## config.mk

```make
export PLATFORM = sky130hd
export DESIGN_NAME = fifo_ctrl
export DESIGN_NICKNAME = d
export VERILOG_FILES = /design/src/rtl/fifo_ctrl_pkg.sv /design/src/rtl/fifo_ctrl_wrap_counter.sv /design/src/rtl/fifo_ctrl.sv
export SDC_FILE = /design/constraint.sdc
export NUM_CORES = 1
export LEC_CHECK = 0
export ABC_CLOCK_PERIOD_IN_PS = 2600
export CAP_MARGIN = 20
export CORE_MARGIN = 2
export CORE_UTILIZATION = 25
export DETAILED_ROUTE_END_ITERATION = 10
export PLACE_DENSITY_LB_ADDON = 0.1
export SKIP_LAST_GASP = 1
export SLEW_MARGIN = 20
export SYNTH_ARGS = -nofsm -noshare
export SYNTH_HDL_FRONTEND = slang
export SYNTH_SLANG_ARGS = --single-unit
```

## constraint.sdc

```tcl
create_clock -name clk -period 2.6 [get_ports clk]
set_clock_uncertainty 0.15 [all_clocks]
set_input_delay 0.39 -clock clk [delete_from_list [all_inputs] [get_ports clk]]
set_output_delay 0.39 -clock clk [all_outputs]
set_load 0.03 [all_outputs]
```

## src/rtl/fifo_ctrl_pkg.sv

```systemverilog
`default_nettype none
// ============================================================================
// Module      : fifo_ctrl_pkg
// Description : Shared types and constants for the FIFO control block.
// Revision    : 1.0 - initial release
// ============================================================================
package fifo_ctrl_pkg;

    typedef logic bit_t;

    localparam int FIFO_DEPTH = 16;
    localparam int FIFO_AW    = $clog2(FIFO_DEPTH);

    typedef logic [FIFO_AW-1:0] RAM_size;

    typedef enum logic [1:0] {
        EMPTY   = 2'd0,
        PARTIAL = 2'd1,
        FULL    = 2'd2
    } fifo_state_t;

endpackage
`default_nettype wire

```

## src/rtl/fifo_ctrl_wrap_counter.sv

```systemverilog
`default_nettype none
// ============================================================================
// Module      : wrap_counter
// Description : AW-bit pointer with increment enable; wraps naturally at 2**AW.
// Revision    : 1.0 - initial release
// ============================================================================
module wrap_counter #(
    parameter int AW = 4
) (
    input  logic          clk,
    input  logic          reset,
    input  logic          inc,
    output logic [AW-1:0] value
);

    logic [AW-1:0] r_value;

    always_ff @(posedge clk) begin
        if (reset) begin
            r_value <= '0;
        end else if (inc) begin
            r_value <= r_value + AW'(1);
        end
    end

    assign value = r_value;

endmodule
`default_nettype wire

```

## src/rtl/fifo_ctrl.sv

```systemverilog
`default_nettype none
// ============================================================================
// Module      : fifo_ctrl
// Description : FIFO RAM controller - pointers, occupancy, status and flags.
// Revision    : 1.0 - initial release
// ============================================================================
module fifo_ctrl
    import fifo_ctrl_pkg::*;
#(
    parameter int DEPTH     = FIFO_DEPTH,
    parameter int AW        = $clog2(DEPTH),
    parameter int AF_THRESH = DEPTH - 4,
    parameter int AE_THRESH = 4
) (
    input  logic          clk,
    input  logic          reset,
    input  logic          push,
    input  logic          pop,
    output logic [AW-1:0] w_add,
    output logic          w_en,
    output logic [AW-1:0] r_add,
    output logic          r_en,
    output logic          rd_valid,
    output logic [AW:0]   count,
    output logic          full,
    output logic          empty,
    output logic          almost_full,
    output logic          almost_empty,
    output logic          overflow,
    output logic          underflow
);

    localparam logic [AW:0] c_depth_m1 = (AW+1)'(DEPTH - 1);
    localparam logic [AW:0] c_one      = (AW+1)'(1);
    localparam logic [AW:0] c_af       = (AW+1)'(AF_THRESH);
    localparam logic [AW:0] c_ae       = (AW+1)'(AE_THRESH);

    fifo_state_t r_state;
    logic [AW:0] r_count;
    logic        r_rd_valid;
    logic        r_overflow;
    logic        r_underflow;
    bit_t        w_push_ok;
    bit_t        w_pop_ok;

    // Acceptance looks only at registered state: no empty bypass, no full pass-through.
    assign w_push_ok = push && (r_state != FULL);
    assign w_pop_ok  = pop  && (r_state != EMPTY);

    wrap_counter #(.AW(AW)) u_w_ptr (
        .clk   (clk),
        .reset (reset),
        .inc   (w_push_ok),
        .value (w_add)
    );

    wrap_counter #(.AW(AW)) u_r_ptr (
        .clk   (clk),
        .reset (reset),
        .inc   (w_pop_ok),
        .value (r_add)
    );

    always_ff @(posedge clk) begin
        if (reset) begin
            r_state     <= EMPTY;
            r_count     <= '0;
            r_rd_valid  <= 1'b0;
            r_overflow  <= 1'b0;
            r_underflow <= 1'b0;
        end else begin
            r_rd_valid  <= w_pop_ok;
            r_overflow  <= push && (r_state == FULL);
            r_underflow <= pop  && (r_state == EMPTY);

            if (w_push_ok && !w_pop_ok) begin
                r_count <= r_count + c_one;
            end else if (w_pop_ok && !w_push_ok) begin
                r_count <= r_count - c_one;
            end

            case (r_state)
                EMPTY: begin
                    if (w_push_ok) r_state <= PARTIAL;
                end
                PARTIAL: begin
                    if (w_push_ok && !w_pop_ok && r_count == c_depth_m1) begin
                        r_state <= FULL;
                    end else if (w_pop_ok && !w_push_ok && r_count == c_one) begin
                        r_state <= EMPTY;
                    end
                end
                FULL: begin
                    if (w_pop_ok) r_state <= PARTIAL;
                end
                default: r_state <= EMPTY;
            endcase
        end
    end

    assign w_en         = w_push_ok;
    assign r_en         = w_pop_ok;
    assign rd_valid     = r_rd_valid;
    assign count        = r_count;
    assign full         = (r_state == FULL);
    assign empty        = (r_state == EMPTY);
    assign almost_full  = (r_count >= c_af);
    assign almost_empty = (r_count <= c_ae);
    assign overflow     = r_overflow;
    assign underflow    = r_underflow;

endmodule
`default_nettype wire

```

# Word-level counts from Yosys, hierarchy flattened
# Cells that the tools add are included.
[totals]
ff_bits = 18
in_bits = 4
output_inout_bits = 22
wordCells = 42
[op_classes]
add_sub_neg = 4
magnitude_cmp = 2
n_eq_ne = 8
n_mux = 7
reduce_logical = 14
[op_table]
columns = ["cell", "n"]
rows = [
  ["$mux 5", 2],
  ["$add 4x1->4 const B", 2],
  ["$logic_and 1x1->1", 8],
  ["$mux 2", 4],
  ["$pmux 2 s3", 1],
  ["$add 5x1->5 const B", 1],
  ["$eq 5x1->1 const B", 1],
  ["$eq 5x4->1 const B", 1],
  ["$ge 5x4->1 const B", 1],
  ["$le 5x3->1 const B", 1],
  ["$sub 5x1->5 const B", 1],
  ["$ne 2x1->1 const B", 2],
  ["$reduce_bool 2->1", 2],
  ["$ne 3x3->1 const B", 1],
  ["$reduce_and 3->1", 1],
  ["$eq 2x1->1 const B", 1],
  ["$eq 2x2->1 const B", 1],
  ["$logic_not 1->1", 2],
  ["$logic_not 2->1", 1],
  ["$ne 2x2->1 const B", 1],
]

# Longest topological paths before layout
[depth]
ltp_word = 8
ltp_mapped = 9

# Cells and area by module
# From an unflattened synthesis, not the netlist that was laid out.
[unflattened]
cells_unflattened = 103
area_unflattened_um2 = 973.4
[modules_own_cells]
columns = ["mod", "n_inst", "cells_each", "area_each_um2", "seq_area_each_um2"]
rows = [
  ["fifo_ctrl", 1, 71, 615.6, 200.2],
  ["wrap_counter", 2, 16, 178.9, 80.1],
]

# Least setup slack after synthesis
# OpenSTA, ideal clock, no wires.
[synth_timing]
path_kind = "register to register"
startpoint = "reg r_state[0]"
endpoint = "reg r_count[3] (netlist: count[3])"
setup_time_ns = 0.123
arrival_ns = 2.009
slack_ns = 0.318
path_stages_with_launch = 9
n_path_buf = 1
path_cell_list = "dfxtp_1 -> nand2b_2 -> nand2_1 -> inv_1 -> ha_1 -> buf_2 -> or4_1 -> a21oi_1 -> mux2_1"
[synth_between]
elab_chain_len = 5
elab_cells_between_ends = 10
[synth_lines]
columns = ["element", "line", "text"]
rows = [
  ["start, declared", "fifo_ctrl.sv:38", "fifo_state_t r_state;"],
  ["start signal, assigned", "fifo_ctrl.sv:66", "r_state <= EMPTY;"],
  ["start signal, assigned", "fifo_ctrl.sv:84", "if (w_push_ok) r_state <= PARTIAL;"],
  ["start signal, assigned", "fifo_ctrl.sv:88", "r_state <= FULL;"],
  ["$ne 2x2->1 *", "fifo_ctrl.sv:47", "assign w_push_ok = push && (r_state != FULL);"],
  ["$logic_and 1x1->1 *", "fifo_ctrl.sv:47", ""],
  ["via w_en", "fifo_ctrl.sv:20", "output logic w_en,"],
  ["$logic_not 1->1", "fifo_ctrl.sv:78", "end else if (w_pop_ok && !w_push_ok) begin"],
  ["$logic_and 1x1->1", "fifo_ctrl.sv:78", ""],
  ["$reduce_bool 2->1 (no line)", "--", ""],
  ["end signal, assigned", "fifo_ctrl.sv:77", "r_count <= r_count + c_one;"],
  ["end signal, assigned", "fifo_ctrl.sv:79", "r_count <= r_count - c_one;"],
  ["end, declared", "fifo_ctrl.sv:39", "logic [AW:0] r_count;"],
]
# Mark *: on every way through the listed nets, which the timed path passes. The rest lies on a longest branch.
# A chain may end at the register's enable or synchronous reset.

# Final worst setup path
[layout_timing]
startpoint = "in pop"
endpoint = "out r_en"
[layout_between]
elab_chain_len = 1
[layout_lines]
columns = ["element", "line", "text"]
rows = [
  ["start, declared", "fifo_ctrl.sv:18", "input logic pop,"],
  ["$logic_and 1x1->1", "fifo_ctrl.sv:48", "assign w_pop_ok = pop && (r_state != EMPTY);"],
  ["end, declared", "fifo_ctrl.sv:22", "output logic r_en,"],
]
# Every way passes these cells.

==> reports/qor.tcl <==
set qor(number_of_antenna_violations_at_the_first_check_in_global_routing) 0
set qor(static-leakage-power_nw) 0.534
set qor(final_cell_count_no_fill) 185
set qor(synth_simple_gate_area_frac) 0.216
set qor(startpoint_type) {input pin}
set qor(crit_arrival_ps) 1790
set qor(detail_route.iter0.violations) 18
set qor(fin_setup_tns_ps) 0
set qor(chipHeight_um) 65.4
set qor(i_o_pins) 26
set qor(worstHoldEndpoint) {u_w_ptr.value[3]$_SDFFE_PP0P_}
set qor(endpoint_kind) {output pin}
set qor(drt.antenna.violating_nets) 0
set qor(wirelength_um) 2190
set qor(grt_pass1_wl_um) 3810
set qor(design.core.area_sq_um) 3630
set qor(tritoncts) {done}
set qor(synth.avg_cell_area_sq_um) 8.64
set qor(dp_hpwl_um) 1580
set qor(report.final.setup_viol) 0
set qor(critPathRequiredTime_ps) 2060
set qor(holdCritStartpoint) {u_w_ptr.value[3]$_SDFFE_PP0P_}
set qor(power_density_nw_per_um2) 605
set qor(ctsResizeCount) 0
set qor(synth_adder_area_share) 0.106
set qor(vdd_ir_drop_max_mv) 0.253
set qor(layout-drive-gt1-share) 0.0876
set qor(worstReg2RegEnd) {count[3]$_SDFFE_PP0P_}
set qor(reg2reg_depth) 7
set qor(final_weighted_congestion_in_routability_driven_placement) 0.699
set qor(fill_cells) 388
set qor(drt-vias-per-instance) 4.61
set qor(root_buffer_master) {sky130_fd_sc_hd__clkbuf_8}
set qor(max_stage_delay_ps) 680
set qor(kind_of_critical_path) {input pin to output pin}
set qor(cell_breakdown_of_the_critical_path) {clkdlybuf4s50_1 > o21ai_1 > inv_1 > clkdlybuf4s50_1}
set qor(combined_area_of_the_multi_input_logic_cells_sq_um) 522
set qor(row_count) 22
set qor(post_cts_hold_buffer_count) 0
set qor(netlist_top_cells_area) {sky130_fd_sc_hd__dfxtp_1, sky130_fd_sc_hd__ha_1, sky130_fd_sc_hd__a21oi_1}
set qor(detailedPlace.worstSlack_ps) 212
set qor(die_w_um) 65.4
set qor(max_slew_violation_count) 0
set qor(number_of_endpoints_with_negative_hold_slack_in_the_final_report) 0
set qor(worst_path_most_repeated_cell) {sky130_fd_sc_hd__clkdlybuf4s50_1}
set qor(finalWorstSetupSlack_ps) 270
set qor(fin_nets) 150
set qor(fp.dieArea_sq_um) 4280
set qor(post_synth_inst_count) 109
set qor(synth_top_cell_by_area) {sky130_fd_sc_hd__dfxtp_1}
set qor(ctsHtreeMaxLevel) 1
set qor(antennaDiodeCount) 0
set qor(number_of_global_route_vias_before_repair) 822
set qor(clkLatencyLatePin_ps) 250
set qor(worst_setup_hold_path_clk_slew_ps) 70
set qor(status) {completed}
set qor(rsz_0062_raised_after_global_routing) {no}
set qor(synth-seq-area-share) 0.382
set qor(route.detailed.wl_per_inst_um) 11.8
set qor(final.period_utilization) 0.896
set qor(hold_path_class) {register to register}
set qor(fmax_mhz) 429
set qor(fin_crit_ps) 2330
set qor(synth_mux_area_frac) 0.0651
set qor(critPathSlowestCell) {sky130_fd_sc_hd__clkdlybuf4s50_1}
set qor(synth_top_family_by_area) {simple AND/OR/NAND/NOR gates}
set qor(clkSinkCount) 18
set qor(remaining_design_rule_violation_count) 0
set qor(numPortBuffers) 25
set qor(synth_compound_gate_area_share) 0.129
set qor(groute.usage.overall) 0.116
set qor(cap_viol_max_count) 0
set qor(seq_area_sq_um) 360
set qor(max-slew-margin-rel) 0.644
set qor(dpl.cell_count) 181
set qor(start_util) 0.259
set qor(worst-slew-pin-transition_ps) 532
set qor(most_frequent_cells_in_the_layout) {sky130_fd_sc_hd__clkdlybuf4s50_1, sky130_fd_sc_hd__dfxtp_1, sky130_fd_sc_hd__a21oi_1, sky130_fd_sc_hd__nor2_1}
set qor(ys_types) 31
set qor(post-synth-top-area-fraction) 0.382
set qor(synth-warning-count) 0
set qor(reg2reg_setup_slack_ps) 460
set qor(numCtsBuffers) 3
set qor(postCtsSetupRepairBufs) 0
set qor(total_iterations_of_the_first_detailed_routing_run) 4
set qor(cp_max_fo) 3
set qor(synth.net_count) 121
set qor(num_vias) 853
set qor(maximum_number_of_pins_on_one_net_before_global_route_repair) 14
set qor(layout-area-overhead-vs-synth_pct) 40.0
set qor(synthXorXnorAreaFrac) 0.0372
set qor(timing.rr.start) {r_state[1]$_SDFFE_PP0P_}
set qor(grt_remaining_overflow) 0
set qor(post_synth_design_cell_area_sq_um) 942
set qor(ys_seq_elements) 18
set qor(hold-path-cell-count) 2
set qor(layout.cells.most_common) {sky130_fd_sc_hd__clkdlybuf4s50_1}
set qor(clock_path_buffers) 2
[worst max-delay path: cells and delay by family]
family | cells | cell delay [ps]
AOI/OAI and AO/OA | 1 | 120
buffers and inverters | 3 | 1280
[per-stage QoR]
| stage | power, W | cell area [sq um] | hold slack, ps | utilization |
|---|---|---|---|---|
| detailed placement | 0.000575 | 1260 | 341 | 0.348 |
| floorplan | 0.000482 | 942 | 330 | - |
| CTS | 0.000811 | 1320 | 354 | 0.363 |
| global route | 0.000851 | 1320 | 383 | 0.363 |
| finish | 0.000798 | 1320 | 347 | 0.363 |
| global placement | 0.000574 | 1260 | 312 | 0.348 |
[layout make-up]
class	instances	area share
Inverter	9	0.0256
Sequential cell	18	0.273
Multi-Input combinational cell	76	0.396
Timing Repair Buffer	30	0.218
Tap cell	48	0.0455
Clock buffer	4	0.0417
[Yosys cell counts]
cell	count
sky130_fd_sc_hd__a21oi_1	10
sky130_fd_sc_hd__nand2b_1	1
sky130_fd_sc_hd__nor2_1	9
sky130_fd_sc_hd__nand3_1	3
sky130_fd_sc_hd__clkbuf_1	3
sky130_fd_sc_hd__nand2_1	4
sky130_fd_sc_hd__a32oi_1	1
sky130_fd_sc_hd__nand4bb_1	1
sky130_fd_sc_hd__mux2i_1	5
sky130_fd_sc_hd__nand2b_2	1
sky130_fd_sc_hd__inv_2	1
sky130_fd_sc_hd__xnor2_1	1
sky130_fd_sc_hd__o21ai_1	1
sky130_fd_sc_hd__and3_1	1
sky130_fd_sc_hd__or3_1	3
sky130_fd_sc_hd__nor3_1	4
sky130_fd_sc_hd__nor3b_1	2
sky130_fd_sc_hd__inv_1	8
sky130_fd_sc_hd__ha_1	8
sky130_fd_sc_hd__or4_1	3
sky130_fd_sc_hd__buf_2	3
sky130_fd_sc_hd__mux2_1	1
sky130_fd_sc_hd__dfxtp_1	18
sky130_fd_sc_hd__o31ai_1	2
sky130_fd_sc_hd__nand4_1	1
sky130_fd_sc_hd__o21a_1	1
sky130_fd_sc_hd__or2_2	1
sky130_fd_sc_hd__nor2b_1	3
sky130_fd_sc_hd__xor2_1	3
sky130_fd_sc_hd__o211ai_1	2
sky130_fd_sc_hd__o21ai_0	4
[flip-flops by register name (all words and copies together), names as in the netlist]
| signal | count |
|---|---|
| r_state | 2 |
| overflow | 1 |
| rd_valid | 1 |
| count | 5 |
| underflow | 1 |
| u_r_ptr.value | 4 |
| u_w_ptr.value | 4 |
[worst max-delay path by stage]
stage                            endpoint  slack (ps)                     from  cells past startpoint
floorplan           count[3]$_SDFFE_PP0P_         320  r_state[0]$_SDFFE_PP0P_                      8
global placement    count[3]$_SDFFE_PP0P_         240                      pop                      6
detailed placement  count[3]$_SDFFE_PP0P_         210                      pop                      6
CTS                                  r_en         260                      pop                      4
global route                         w_en         200  r_state[0]$_SDFFE_PP0P_                      4
finish                               r_en         270                      pop                      4
[per-layer routing]
metal	global-route usage	wire length, um	vias up
met4	0.0547	23	0
li1	-	-	431
met1	0.151	1070	404
met2	0.184	1000	16
met5	0	0	-
met3	0.0240	92	2
[kinds of logic after synthesis]
family	Yosys count
simple gates	37
compound gates	21
flops	18
buf+inv	15
fa+ha+maj	8
mux	6
xor+xnor	4
[power by group]
| part | leakage (nW) | internal (W) | switching, W | total, W |
|---|---|---|---|---|
| clock network | 0.0288 | 0.000134 | 0.0000963 | 0.000231 |
| logic | 0.358 | 0.000109 | 0.000128 | 0.000237 |
| registers | 0.147 | 0.000296 | 0.0000344 | 0.000330 |
(Power assumes the default switching activity.)
